[src/rtl/ov5642_dvp_capture.sv]
// OV5642 DVP capture: oversamples the camera bus in the system clock domain,
// pairs bytes into RGB565 pixels with x/y coordinates and frame markers, and
// flags framing violations without ever stalling capture.
`timescale 1ns/1ps
module ov5642_dvp_capture #(
    parameter int H_ACTIVE    = 1280,
    parameter int V_ACTIVE    = 720,
    parameter int SYNC_STAGES = 2,
    parameter bit VSYNC_POL   = 1'b1
) (
    input  logic        i_clk,
    input  logic        i_rst,
    input  logic        i_init_done,
    input  logic        i_cam_pclk,
    input  logic        i_cam_vsync,
    input  logic        i_cam_href,
    input  logic [7:0]  i_cam_data,
    output logic [15:0] o_pix_data,
    output logic        o_pix_valid,
    output logic [11:0] o_pix_x,
    output logic [11:0] o_pix_y,
    output logic        o_sof,
    output logic        o_eol,
    output logic        o_eof,
    output logic        o_frame_err,
    output logic [7:0]  o_err_cnt
);

    localparam logic [11:0] X_MAX = 12'(H_ACTIVE);
    localparam logic [11:0] Y_MAX = 12'(V_ACTIVE);

    typedef enum logic [1:0] {IDLE, WAIT_VS, ACTIVE} state_t;

    logic [SYNC_STAGES-1:0] r_pclk_sync;
    logic [SYNC_STAGES-1:0] r_vsync_sync;
    logic [SYNC_STAGES-1:0] r_href_sync;
    logic [7:0]             r_data_sync [SYNC_STAGES];
    logic                   r_pclk_d;
    logic                   r_href_d;
    logic                   r_vs_blank_d;

    state_t      r_state;
    logic [11:0] r_x;
    logic [11:0] r_y;
    logic        r_phase;
    logic [7:0]  r_hi_byte;
    logic        r_line_drop;
    logic        r_x_flag;
    logic        r_y_flag;
    logic [15:0] r_pix_data;
    logic        r_pix_valid;
    logic [11:0] r_pix_x;
    logic [11:0] r_pix_y;
    logic        r_sof;
    logic        r_eol;
    logic        r_eof;
    logic        r_frame_err;
    logic [7:0]  r_err_cnt;

    logic       w_pclk_rise;
    logic       w_href;
    logic       w_href_rise;
    logic       w_href_fall;
    logic       w_vs_blank;
    logic       w_vs_enter;
    logic       w_vs_leave;
    logic [7:0] w_data;
    logic       w_active;
    logic       w_phase;
    logic       w_drop_line;
    logic       w_byte;
    logic       w_pair;
    logic       w_pix_ok;
    logic       w_err_x;
    logic       w_err_y;
    logic       w_err_odd;
    logic       w_err_short;
    logic       w_err_vs;
    logic       w_err;

    // All camera inputs share one synchroniser depth so PCLK, HREF, VSYNC and
    // DATA stay aligned; VSYNC resets to the non-blanking level so a reset
    // release can never fake an end-of-blanking edge.
    always_ff @(posedge i_clk or posedge i_rst) begin
        if (i_rst) begin
            r_pclk_sync  <= '0;
            r_vsync_sync <= {SYNC_STAGES{~VSYNC_POL}};
            r_href_sync  <= '0;
            for (int i = 0; i < SYNC_STAGES; i++) r_data_sync[i] <= '0;
            r_pclk_d     <= 1'b0;
            r_href_d     <= 1'b0;
            r_vs_blank_d <= 1'b0;
        end else begin
            r_pclk_sync    <= {r_pclk_sync[SYNC_STAGES-2:0], i_cam_pclk};
            r_vsync_sync   <= {r_vsync_sync[SYNC_STAGES-2:0], i_cam_vsync};
            r_href_sync    <= {r_href_sync[SYNC_STAGES-2:0], i_cam_href};
            r_data_sync[0] <= i_cam_data;
            for (int i = 1; i < SYNC_STAGES; i++) r_data_sync[i] <= r_data_sync[i-1];
            r_pclk_d       <= w_pclk_rise | r_pclk_sync[SYNC_STAGES-1];
            r_href_d       <= w_href;
            r_vs_blank_d   <= w_vs_blank;
        end
    end

    // Edge events and violation decode; a VSYNC blanking entry wins over any
    // line event in the same cycle, since the frame is being closed anyway.
    always_comb begin
        w_pclk_rise = r_pclk_sync[SYNC_STAGES-1] & ~r_pclk_d;
        w_href      = r_href_sync[SYNC_STAGES-1];
        w_href_rise = w_href & ~r_href_d;
        w_href_fall = ~w_href & r_href_d;
        w_vs_blank  = (r_vsync_sync[SYNC_STAGES-1] == VSYNC_POL);
        w_vs_enter  = w_vs_blank & ~r_vs_blank_d;
        w_vs_leave  = ~w_vs_blank & r_vs_blank_d;
        w_data      = r_data_sync[SYNC_STAGES-1];
        w_active    = (r_state == ACTIVE) && i_init_done;
        w_phase     = w_href_rise ? 1'b0 : r_phase;
        w_drop_line = w_href_rise ? (r_y == Y_MAX) : r_line_drop;
        w_byte      = w_active && !w_vs_enter && w_pclk_rise && w_href && !w_drop_line;
        w_pair      = w_byte && w_phase;
        w_pix_ok    = w_pair && (r_x != X_MAX);
        w_err_x     = w_pair && (r_x == X_MAX) && !r_x_flag;
        w_err_y     = w_active && !w_vs_enter && w_href_rise && (r_y == Y_MAX) && !r_y_flag;
        w_err_odd   = w_active && !w_vs_enter && w_href_fall && r_phase;
        w_err_short = w_active && !w_vs_enter && w_href_fall && !r_line_drop && (r_x != X_MAX);
        w_err_vs    = w_active && w_vs_enter && ((r_y != Y_MAX) || w_href);
        w_err       = w_err_x | w_err_y | w_err_odd | w_err_short | w_err_vs;
    end

    // Capture state machine with registered pixel, marker and error outputs.
    always_ff @(posedge i_clk or posedge i_rst) begin
        if (i_rst) begin
            r_state     <= IDLE;
            r_x         <= '0;
            r_y         <= '0;
            r_phase     <= 1'b0;
            r_hi_byte   <= '0;
            r_line_drop <= 1'b0;
            r_x_flag    <= 1'b0;
            r_y_flag    <= 1'b0;
            r_pix_data  <= '0;
            r_pix_valid <= 1'b0;
            r_pix_x     <= '0;
            r_pix_y     <= '0;
            r_sof       <= 1'b0;
            r_eol       <= 1'b0;
            r_eof       <= 1'b0;
            r_frame_err <= 1'b0;
            r_err_cnt   <= '0;
        end else begin
            r_pix_valid <= 1'b0;
            r_sof       <= 1'b0;
            r_eol       <= 1'b0;
            r_eof       <= 1'b0;
            r_frame_err <= w_err;
            if (w_err && (r_err_cnt != 8'hFF)) r_err_cnt <= r_err_cnt + 8'd1;

            if (!i_init_done) begin
                r_state     <= IDLE;
                r_x         <= '0;
                r_y         <= '0;
                r_phase     <= 1'b0;
                r_line_drop <= 1'b0;
                r_x_flag    <= 1'b0;
                r_y_flag    <= 1'b0;
            end else begin
                case (r_state)
                    IDLE: r_state <= WAIT_VS;
                    WAIT_VS: if (w_vs_leave) r_state <= ACTIVE;
                    ACTIVE: begin
                        if (w_vs_enter) begin
                            r_state     <= WAIT_VS;
                            r_x         <= '0;
                            r_y         <= '0;
                            r_phase     <= 1'b0;
                            r_line_drop <= 1'b0;
                            r_x_flag    <= 1'b0;
                            r_y_flag    <= 1'b0;
                        end else begin
                            if (w_href_rise) begin
                                r_phase     <= 1'b0;
                                r_line_drop <= (r_y == Y_MAX);
                                if (w_err_y) r_y_flag <= 1'b1;
                            end
                            if (w_byte) begin
                                if (!w_phase) begin
                                    r_hi_byte <= w_data;
                                    r_phase   <= 1'b1;
                                end else begin
                                    r_phase <= 1'b0;
                                    if (w_err_x) r_x_flag <= 1'b1;
                                    if (w_pix_ok) begin
                                        r_pix_data  <= {r_hi_byte, w_data};
                                        r_pix_valid <= 1'b1;
                                        r_pix_x     <= r_x;
                                        r_pix_y     <= r_y;
                                        r_sof       <= (r_x == 12'd0) && (r_y == 12'd0);
                                        r_eol       <= (r_x == X_MAX - 12'd1);
                                        r_eof       <= (r_x == X_MAX - 12'd1) && (r_y == Y_MAX - 12'd1);
                                        r_x         <= r_x + 12'd1;
                                    end
                                end
                            end
                            if (w_href_fall) begin
                                r_phase     <= 1'b0;
                                r_line_drop <= 1'b0;
                                r_x_flag    <= 1'b0;
                                if (r_x != 12'd0) begin
                                    r_y <= r_y + 12'd1;
                                    r_x <= '0;
                                end
                            end
                        end
                    end
                    default: r_state <= IDLE;
                endcase
            end
        end
    end

    assign o_pix_data  = r_pix_data;
    assign o_pix_valid = r_pix_valid;
    assign o_pix_x     = r_pix_x;
    assign o_pix_y     = r_pix_y;
    assign o_sof       = r_sof;
    assign o_eol       = r_eol;
    assign o_eof       = r_eof;
    assign o_frame_err = r_frame_err;
    assign o_err_cnt   = r_err_cnt;

endmodule
[config.mk]
export PLATFORM = sky130hd
export DESIGN_NAME = ov5642_dvp_capture
export DESIGN_NICKNAME = d
export VERILOG_FILES = /design/src/rtl/ov5642_dvp_capture.sv
export SDC_FILE = /design/constraint.sdc
export NUM_CORES = 1
export LEC_CHECK = 0
export CAP_MARGIN = 0
export CORE_MARGIN = 10
export CORE_UTILIZATION = 29
export CTS_CLUSTER_SIZE = 20
export DETAILED_ROUTE_END_ITERATION = 12
export GPL_TIMING_DRIVEN = 0
export MAX_ROUTING_LAYER = met4
export PLACE_DENSITY_LB_ADDON = 0.08
export SYNTH_ARGS = -nofsm -noshare
export SYNTH_HDL_FRONTEND = slang
export SYNTH_SLANG_ARGS = --single-unit
[constraint.sdc]
create_clock -name i_clk -period 6.1 [get_ports i_clk]
set_clock_uncertainty 0.05 [all_clocks]
set_input_delay 1.22 -clock i_clk [delete_from_list [all_inputs] [get_ports i_clk]]
set_output_delay 1.22 -clock i_clk [all_outputs]
set_load 0.02 [all_outputs]
* After elaboration in Yosys (flattened, before gate mapping)
Index checks and enable logic that the tools add are counted.
Storage, ports and cells: bits in registers 116, input port bits 14, output and inout port bits 53, logic and storage cells 166
Operators by class: add/sub/neg operators 3, equal/unequal tests 19, mux-type cells 65, bitwise logic cells 17, reduce and logical (&&, ||, !) cells 37
Operators by type and width (number):
- $mux 12 | 13
- $mux 1 | 48
- $add 12x1->12 const B | 2
- $eq 12x10->1 const B | 2
- $eq 12x11->1 const B | 2
- $logic_not 12->1 | 2
- $logic_and 1x1->1 | 21
- $ne 12x10->1 const B | 1
- $ne 12x11->1 const B | 1
- $ne 3x1->1 const B | 4
- $ne 4x1->1 const B | 3
- $reduce_bool 12->1 | 1
- $add 8x1->8 const B | 1
- $ne 8x8->1 const B | 1
- $not 1->1 | 7
- $mux 2 | 3
- $ne 3x3->1 const B | 2
- $pmux 2 s3 | 1
- $reduce_and 3->1 | 2
- $reduce_and 6->1 | 1
- $and 1x1->1 | 5
- $logic_not 1->1 | 5
- $or 1x1->1 | 5
- $reduce_and 5->1 | 1
- 7 further kinds | 7

* Depth between registers and ports, before layout
word-level depth 17, depth in mapped cells 12, depth with buffers taken out 12

* Worst setup path after synthesis
Ideal clock, no wire load.
kind input to register, from input i_init_done, to register r_pix_data[0] (netlist: o_pix_data[0]), library setup time 0.125 ns, arrival time 2.851 ns, data required time 5.925 ns, setup slack 3.074 ns, stages 7, buffers on the path 1, path through nand4_1 and3b_1 ha_1 o41ai_1 nor2_1 clkbuf_1 mux2_2
On the way: word-level cells in the longest chain between the ends 8
RTL lines:
- start, declared | RTL line 13 | input logic i_init_done,
- $logic_and 1x1->1 | RTL line 116 | w_active = (r_state == ACTIVE) && i_init_done;
- $logic_and 1x1->1 (4 in series) | RTL line 119 | w_byte = w_active && !w_vs_enter && w_pclk_rise && w_href && !w_drop_line;
- $logic_and 1x1->1 | RTL line 120 | w_pair = w_byte && w_phase;
- $logic_and 1x1->1 | RTL line 121 | w_pix_ok = w_pair && (r_x != X_MAX);
- $reduce_and 6->1 (no source line) (*)
- end signal, assigned | RTL line 193 | r_pix_data <= {r_hi_byte, w_data};
- end, declared | RTL line 50 | logic [15:0] r_pix_data;
Mark *: on every way between the ends. The rest lies on a longest branch, timed or not. A chain may end at the register's enable or synchronous reset.

* Worst setup path after layout
from input i_init_done, to register r_pix_data[2] (netlist: o_pix_data[2])
The elaborated chain is that of the path after synthesis.

==> impl_metrics.env <==
export IMPL_status="finished, final reports clean"
export IMPL_min_path_type="reg2reg"
export IMPL_startpoint="i_init_done"
export IMPL_place_inst=660
export IMPL_max_cap_violations=0
export IMPL_worstSkewPairLatency_ns=0.42
export IMPL_drc=0
export IMPL_vias=3141
export IMPL_die_h_um=148
export IMPL_setup_viol=0
export IMPL_ys_warn_count=0
export IMPL_grt_pass1_wl_um=18400
export IMPL_antenna_cells=0
export IMPL_critical_path_top_delay_family="buffers and inverters"
export IMPL_dieArea_um2=21800
export IMPL_clk_path_buf_depth=2
export IMPL_period_minus_slack_ns=3.67
export IMPL_fp_dieW_um=148
export IMPL_drive_gt1_frac=0.189
export IMPL_timing_fmax_mhz=273
export IMPL_grt_pass1_vias=3373
export IMPL_rows=46
export IMPL_grtUsageTotal=0.111
export IMPL_hold_viol=0
export IMPL_syn_area_per_cell_um2=12.5
export IMPL_power_density_nw_per_um2=302
export IMPL_tightest_slew_ns=0.942
export IMPL_core_area_um2=15900
export IMPL_path_max_fanout=10
export IMPL_worstSetupStartpointType="input port"
export IMPL_cp_end_kind="flop"
export IMPL_path_cells="clkdlybuf4s50_1 -> nand4_1 -> and3b_1 -> ha_1 -> o41ai_1 -> nor2_1 -> clkbuf_1 -> mux2_2"
export IMPL_drt_vias_per_instance=4.54
export IMPL_critical_path_max_stage_delay_ns=0.55
export IMPL_post_drt_wl_per_cell_um=15.8
export IMPL_cts_sinks=116
export IMPL_p_leak_nw=2.80
export IMPL_ir_drop_uv=197
export IMPL_ant_nets=0
export IMPL_nets=483
export IMPL_hold_buffers=0
export IMPL_synth_yosys_seq_area_share=0.614
export IMPL_drt_iter0_markers=156
export IMPL_wl_um=10900
export IMPL_io_pins=67
export IMPL_first_pass_iters=4
export IMPL_rsz0062_at_grt="no"
export IMPL_initial_core_util=0.297
export IMPL_routabilityCongestion=0.806
export IMPL_post_cts_resized=0
export IMPL_whs_ns=0.294
export IMPL_port_buffers=66
export IMPL_required_ns=6.35
export IMPL_antenna_found_initial=0
export IMPL_timing_rr_start="r_y[0]$_DFFE_PP0P_"
export IMPL_slowest_stage="clkbuf_1"
export IMPL_period_share=0.601
export IMPL_cts_tree="built"
export IMPL_synth_cell_types=43
export IMPL_crit_type="in2reg"
export IMPL_maxSlewViolCount=0
export IMPL_netlist_instances=377
export IMPL_post_cts_buffers=0
export IMPL_path_clk_slew_ns=0.05
export IMPL_min_delay_start="r_data_sync[8]$_DFF_PP0_"
export IMPL_relSlewSlack=0.370
export IMPL_place_hpwl_um=7520
export IMPL_critical_path_buf_inv_count=2
export IMPL_h_tree_depth=4
export IMPL_cts_root_buf="clkbuf_16"
export IMPL_cts_buffers=17
export IMPL_area_delta_synth_final_pct=33.5
export IMPL_syn_nets=397
export IMPL_grt_max_degree=96
export IMPL_crit_arrival_ns=3.92
export IMPL_fin_cells=692
export IMPL_netlist_area_um2=4730
export IMPL_synth_seq_cells=116
export IMPL_gr_total_overflow=0
## registers in the layout, indices dropped and copies added (netlist names), 2 cells and up
name	cells
r_vsync_sync	2
r_href_sync	2
o_err_cnt	8
r_pclk_sync	2
r_state	2
r_x	12
r_data_sync	8
w_data	8
r_hi_byte	8
o_pix_y	12
o_pix_x	12
o_pix_data	16
r_y	12
## power by group
group	internal, W	switching [W]	total, W
clock network	0.000675	0.000355	0.00103
registers	0.000788	0.0000133	0.000801
logic	0.0000291	0.0000442	0.0000733
## logic make-up after synthesis
logic type                 share of synthesized area
and+or+nand+nor                                0.150
DFF                                            0.614
muxes                                          0.124
AOI/OAI and AO/OA                             0.0415
xor gates and xnor gates                      0.0408
buffers and inverters                         0.0140
adders and majority gates                     0.0159
## final cells by class
class	instances	area (µm²)
Sequential cell	116	2900
Multi-Input combinational cell	244	1760
Buffer	11	43.8
Inverter	6	27.5
Clock inverter	11	151
Tap cell	216	270
Clock buffer	21	470
Fill cell	1564	9630
Timing Repair Buffer	67	688
## path summary, 6_finish.rpt
| kind | endpoint | slack, ns | cells past startpoint |
|---|---|---|---|
| worst max-delay path | o_pix_data[2]$_DFFE_PP0P_ | 2.43 | 8 |
| worst min-delay path | w_data[0]$_DFF_PP0_ | 0.29 | 0 |
| worst max register to register | o_err_cnt[7]$_DFFE_PP0P_ | 2.79 | 12 |
| worst min register to register | w_data[0]$_DFF_PP0_ | 0.29 | 0 |
| max in group asynchronous | r_pclk_sync[0]$_DFF_PP0_ | 4.22 | 3 |
| min in group asynchronous | o_pix_data[15]$_DFFE_PP0P_ | 1.07 | 2 |
## routing by layer
metal	GRT usage	share of wire	wire length, µm	up-vias
li1	-	-	-	1506
met1	0.135	0.47	5140	1561
met5	-	0	0	-
met4	0.0471	0.018	197	0
met2	0.162	0.46	5070	59
met3	0.0412	0.047	512	15
## cells in the final DEF (no fill, tap or decap), types with 12 or more instances in the layout
| cell type | count |
|---|---|
| xor2_1 | 16 |
| nor2_1 | 40 |
| dfrtp_1 | 116 |
| nand3_1 | 17 |
| mux2_2 | 48 |
| a21oi_1 | 12 |
| nand2_1 | 20 |
| clkbuf_16 | 17 |
| clkdlybuf4s50_1 | 66 |
| nand4_1 | 13 |
## cell usage after synthesis (all sizes together)
master,number,area (µm²)
nand3,17,85.1
o211ai,1,7.51
nand2,20,75.1
dfrtp,116,2900
inv,5,18.8
xor2,16,140
or4,2,18.8
nor4,4,25.0
and3,6,37.5
or2,1,6.26
nand2b,5,31.3
mux2,51,574
or4b,2,23.8
clkinv,1,3.75
a21oi,12,60.1
clkbuf,9,33.8
a32o,2,20.0
a32oi,1,8.76
nor2b,5,31.3
and3b,2,17.5
o311ai,1,26.3
o21ai,5,25.0
nand4b,1,8.76
a2111oi,1,8.76
ha,6,75.1
nand4,13,81.3
and4b,1,10.0
and4,1,8.76
buf,2,10.0
xnor2,6,52.6
and2,2,12.5
mux2i,1,10.0
o21a,1,7.51
nor3b,1,7.51
nor3,12,65.1
nor2,40,150
nand3b,2,15.0
o41ai,2,17.5
o2111ai,1,15.0
## through the flow
step | total power [W] | worst slack [ns] | util | area [µm²] | TNS, ns
4_1_cts | 0.00194 | 2.37 | 0.396 | 6310 | 0
3_3_place_gp | 0.000886 | -0.0316 | 0.355 | 5660 | -3.06
3_5_place_dp | 0.000890 | 1.93 | 0.357 | 5690 | 0
6_report | 0.00190 | 2.43 | 0.396 | 6310 | 0
2_1_floorplan | 0.000854 | 1.76 | - | 4730 | 0
5_1_grt | 0.00198 | 2.19 | 0.396 | 6310 | 0
(Power assumes the default switching activity.)
==> RTL edit 1 (same flow settings) <==
The 3 states of `state_t` get a one-hot encoding in 3 bits.
--- a/src/rtl/ov5642_dvp_capture.sv
+++ b/src/rtl/ov5642_dvp_capture.sv
@@ -31,3 +31,3 @@
 
-    typedef enum logic [1:0] {IDLE, WAIT_VS, ACTIVE} state_t;
+    typedef enum logic [2:0] {IDLE = 3'b001, WAIT_VS = 3'b010, ACTIVE = 3'b100} state_t;
 
Formal check against the unedited RTL: no difference found for any inputs over 4 cycles, from zero or initial values and one cycle with i_rst high; so few cycles prove little.
==> RTL edit 1 against the unedited design <==
- power fell by 4.4%
- sequential power shrank 0.5%
- area after synthesis rose by 1.3%
- design area grew 0.16%
- worst setup slack lost 0.058 ns
- wire length grew 6.4%
- sequential cell count up 1
- largest power group unchanged
==> RTL edit 1: results <==
group,metric,value,unit
placement,dp_cells,745,
placement,gp_congestion,0.812,
layout,nNetsFinal,567,
pwr,seqPwrFrac,43.8,%
synth,synth_commonest_cells,"nand2_1 (132), dfrtp_1 (116), nor2_1 (29)",
outcome,outcome,"completed",
placement,place_ws,1.89,ns
synth,synth_flop_cell,"dfrtp_1",
pwr,finalPower,1.82,mW
global_routing,antenna_found_initial,0,
sta,worst_slew_pin_slew,0.916,ns
drt,wl_per_cell,14.9,um
worst_hold_path,hold_class,"reg2reg",
clocking,cts_buffer_depth,2,
worst_setup_path,cpPeakStageDelay,0.62,ns
global_routing,grt_pass1_vias,3549,
synth,syn_nets,481,
synth,yosys_warnings,0,
placement,dpl.hpwl,8110,um
drt,highest_layer,"met4",
pwr,ir_worst_vdd,0.174,mV
clocking,ctsResizeCount,0,
synth,async_flop_share,100,%
drt,wl,11600,um
placement,dpl_cell_area,0.00575,mm2
global_routing,grt_pass1_wl,19100,um
clocking,post_cts.repair.setup_buffers,0,
pwr,p_switching,0.435,mW
layout,largest_reg_flops,16,
drt,dr_wl_met2,5060,um
synth,synth_seq_area_share,61.1,%
layout,drive_gt1_share,9.45,%
worst_setup_path,cp_slowest_cell,"nor4_1",
global_routing,globalRouteMet2Util,15.5,%
drt,vias_per_cell,4.46,
drt,drt_iter0_markers,275,
clocking,root_buffer,"clkbuf_16",
clocking,cts_buffers,17,
layout,num_antenna_cells,0,
clocking,htree_levels,4,
global_routing,grt_usage,11.4,%
global_routing,grt_max_degree,93,
pwr,p_leak,2.85,nW
drt,dr.pass1.iters,4,
flow_run,maxCapViolations,0,
worst_setup_path,crit_fanout,8,
clocking,clock_latency,0.42,ns
clocking,path_clk_slew,0.06,ns
pwr,comb-power,0.0667,mW
synth,synth_top_cells_by_area,"dfrtp_1 (61%), nand2_1 (10%), xnor2_1 (3.1%)",
synth,yosysUniqueCellTypes,46,
global_routing,use_met1,15.1,%
layout,nFillCells,1560,
global_routing,use_met3,4.13,%
drt,met1_length,5730,um
synth,synthCells,462,
drt,dr_wl_met3,689,um
placement,port_buffers,66,
[RTL edit 1: cell types whose count changed after synthesis, moves of 8 or more]
cell | unedited run | this run
nor2_1 | 40 | 29
xor2_1 | 16 | 8
mux2_2 | 48 | 8
xnor2_1 | 6 | 17
nand2_1 | 20 | 132
clkbuf_1 | 9 | 18
[RTL edit 1: worst max-delay path, delay by kind of cell]
family,cells,cell delay (ns)
AND/OR/NAND/NOR,5,1.97
buffers and inverters,2,0.83
[RTL edit 1: kinds of logic after synthesis]
logic type / Yosys count / share of synthesized area [%]
AND/OR/NAND/NOR: 237 / 23.1
AO/OA/AOI/OAI: 35 / 4.67
flip-flops: 117 / 61.1
buffers and inverters: 34 / 2.98
multiplexers: 9 / 2.19
XOR/XNOR: 25 / 4.57
adder cells (fa/ha/maj): 5 / 1.31
[RTL edit 1: cell type report]
class / instances / area (um2) / area share (%)
Buffer: 22 / 97.6 / 1.54
Clock buffer: 17 / 425 / 6.73
Clock inverter: 15 / 144 / 2.28
Inverter: 12 / 50.0 / 0.791
Multi-Input combinational cell: 311 / 1720 / 27.2
Sequential cell: 117 / 2930 / 46.3
Tap cell: 216 / 270 / 4.27
Timing Repair Buffer: 67 / 688 / 10.9
[RTL edit 1: final timing paths]
path	from	to	slack [ns]	cells after the start
max	i_init_done	o_eof	2.37	7
min	r_data_sync[10]	w_data[2]	0.30	0
max reg2reg	r_x[0]	o_pix_x[2]	2.86	9
min reg2reg	r_data_sync[10]	w_data[2]	0.30	0
max in group asynchronous	i_rst	o_pix_x[3]	4.16	3
min in group asynchronous	i_rst	o_pix_y[7]	1.08	2
==> RTL edit 2 (config.mk and constraints unchanged) <==
Made on the original files. Change the parameter `SYNC_STAGES` from 2 to 4.
--- a/src/rtl/ov5642_dvp_capture.sv
+++ b/src/rtl/ov5642_dvp_capture.sv
@@ -7,3 +7,3 @@
     parameter int V_ACTIVE    = 720,
-    parameter int SYNC_STAGES = 2,
+    parameter int SYNC_STAGES = 4,
     parameter bit VSYNC_POL   = 1'b1
Check against the original RTL: same outputs for any inputs over 4 cycles, from zero or initial values and one cycle with i_rst high; that may be too few to reach the edited logic, so the function may still have changed.
==> RTL edit 2 against the unedited design <==
- sequential share of layout area increased by 1.8 points
- critical path depth increased by 2
- sequential cell count increased by 22
- power increased by 6.2%
- register-to-register slack improved by 0.11 ns
- area after synthesis increased by 19%
- wire length increased by 12%
- worst setup slack got worse by 0.096 ns
- design area increased by 15%
==> RTL edit 2: results <==
group,metric,value,unit
outcome,outcome,"completed",
synth,synth-xor-area-share,0.931,%
worst_setup_path,r2r_cells,11,
placement,dpl.hpwl,8240,um
global_routing,use_met1,13.2,%
synth,synth_fa_ha_area_share,1.33,%
synth,syn_nets,439,
synth,synth_top_cells_by_area,"dfrtp_1 (61%), mux2_4 (11%), mux2_2 (1.8%)",
placement,dp_cells,746,
worst_setup_path,cp_slowest_cell,"clkdlybuf4s50_1",
global_routing,grt_pass1_wl,20200,um
global_routing,grt_max_degree,72,
pwr,power_clock,0.984,mW
synth,syn_area_per_cell,13.5,um2
synth,yosys-mux-area-fraction,13.4,%
placement,gp_congestion,0.783,
worst_setup_path,worstPathArrival,4.02,ns
layout,drive_gt1_share,20.3,%
global_routing,globalRouteMet2Util,14.5,%
synth,yosysUniqueCellTypes,53,
pwr,ir_worst_vdd,0.186,mV
drt,drt_iter0_markers,150,
pwr,p_leak,3.16,nW
worst_setup_path,cpPeakStageDelay,0.50,ns
global_routing,use_met3,3.15,%
drt,wl,12200,um
layout,largest_reg_flops,24,
drt,vias_per_cell,4.57,
## RTL edit 2: final cells by class
cell class / count / area (um2) / area share [%]
tap: 260 / 325 / 4.50
buffer: 16 / 109 / 1.51
clock inverter: 12 / 116 / 1.61
inverter: 12 / 50.0 / 0.692
sequential: 138 / 3450 / 47.8
timing repair buffer: 67 / 688 / 9.52
clock buffer: 19 / 453 / 6.26
multi-input combinational: 253 / 2040 / 28.2
## RTL edit 2: cells by family after synthesis
group,Yosys count
flops,138
compound gates,55
fa+ha+maj,6
simple gates,132
buf+inv,28
xor+xnor,6
mux,54
## RTL edit 2: metrics by stage
stage	setup WS [ns]	TNS (ns)	area, um2
after global routing	2.11	0	7230
after floorplan	1.13	0	5640
after CTS	2.36	0	7230
final	2.34	0	7230
after global placement	-0.964	-131.21	6630
after detailed placement	1.90	0	6660
## RTL edit 2: worst reg2reg max path, cell delays in order, from the launching register on
cell and delay (ns):
dfrtp_1 0.46, inv_1 0.09, ha_1 0.13, or3b_2 0.49, nor4_2 0.49, nor3_1 0.13, ha_1 0.25, and3_1 0.21
nand4_2 0.18, buf_2 0.29, nor2_1 0.08, nor4_1 0.26
## RTL edit 2: metal layers
layer	vias to the layer above	part of all wire [%]
li1	1690	-
met5	-	0
met3	15	4.4
met2	79	45
met1	1767	49
met4	0	1.7
## RTL edit 2: final timing paths
kind | startpoint | slack (ns) | to
setup reg to reg | r_y[0] | 2.90 | r_x[4]
setup / recovery | i_init_done | 2.34 | o_err_cnt[7]
hold / removal | r_data_sync[17] | 0.30 | r_data_sync[9]
hold reg to reg | r_data_sync[17] | 0.30 | r_data_sync[9]
min in group asynchronous | i_rst | 1.20 | o_pix_data[9]
max in group asynchronous | i_rst | 4.02 | r_phase
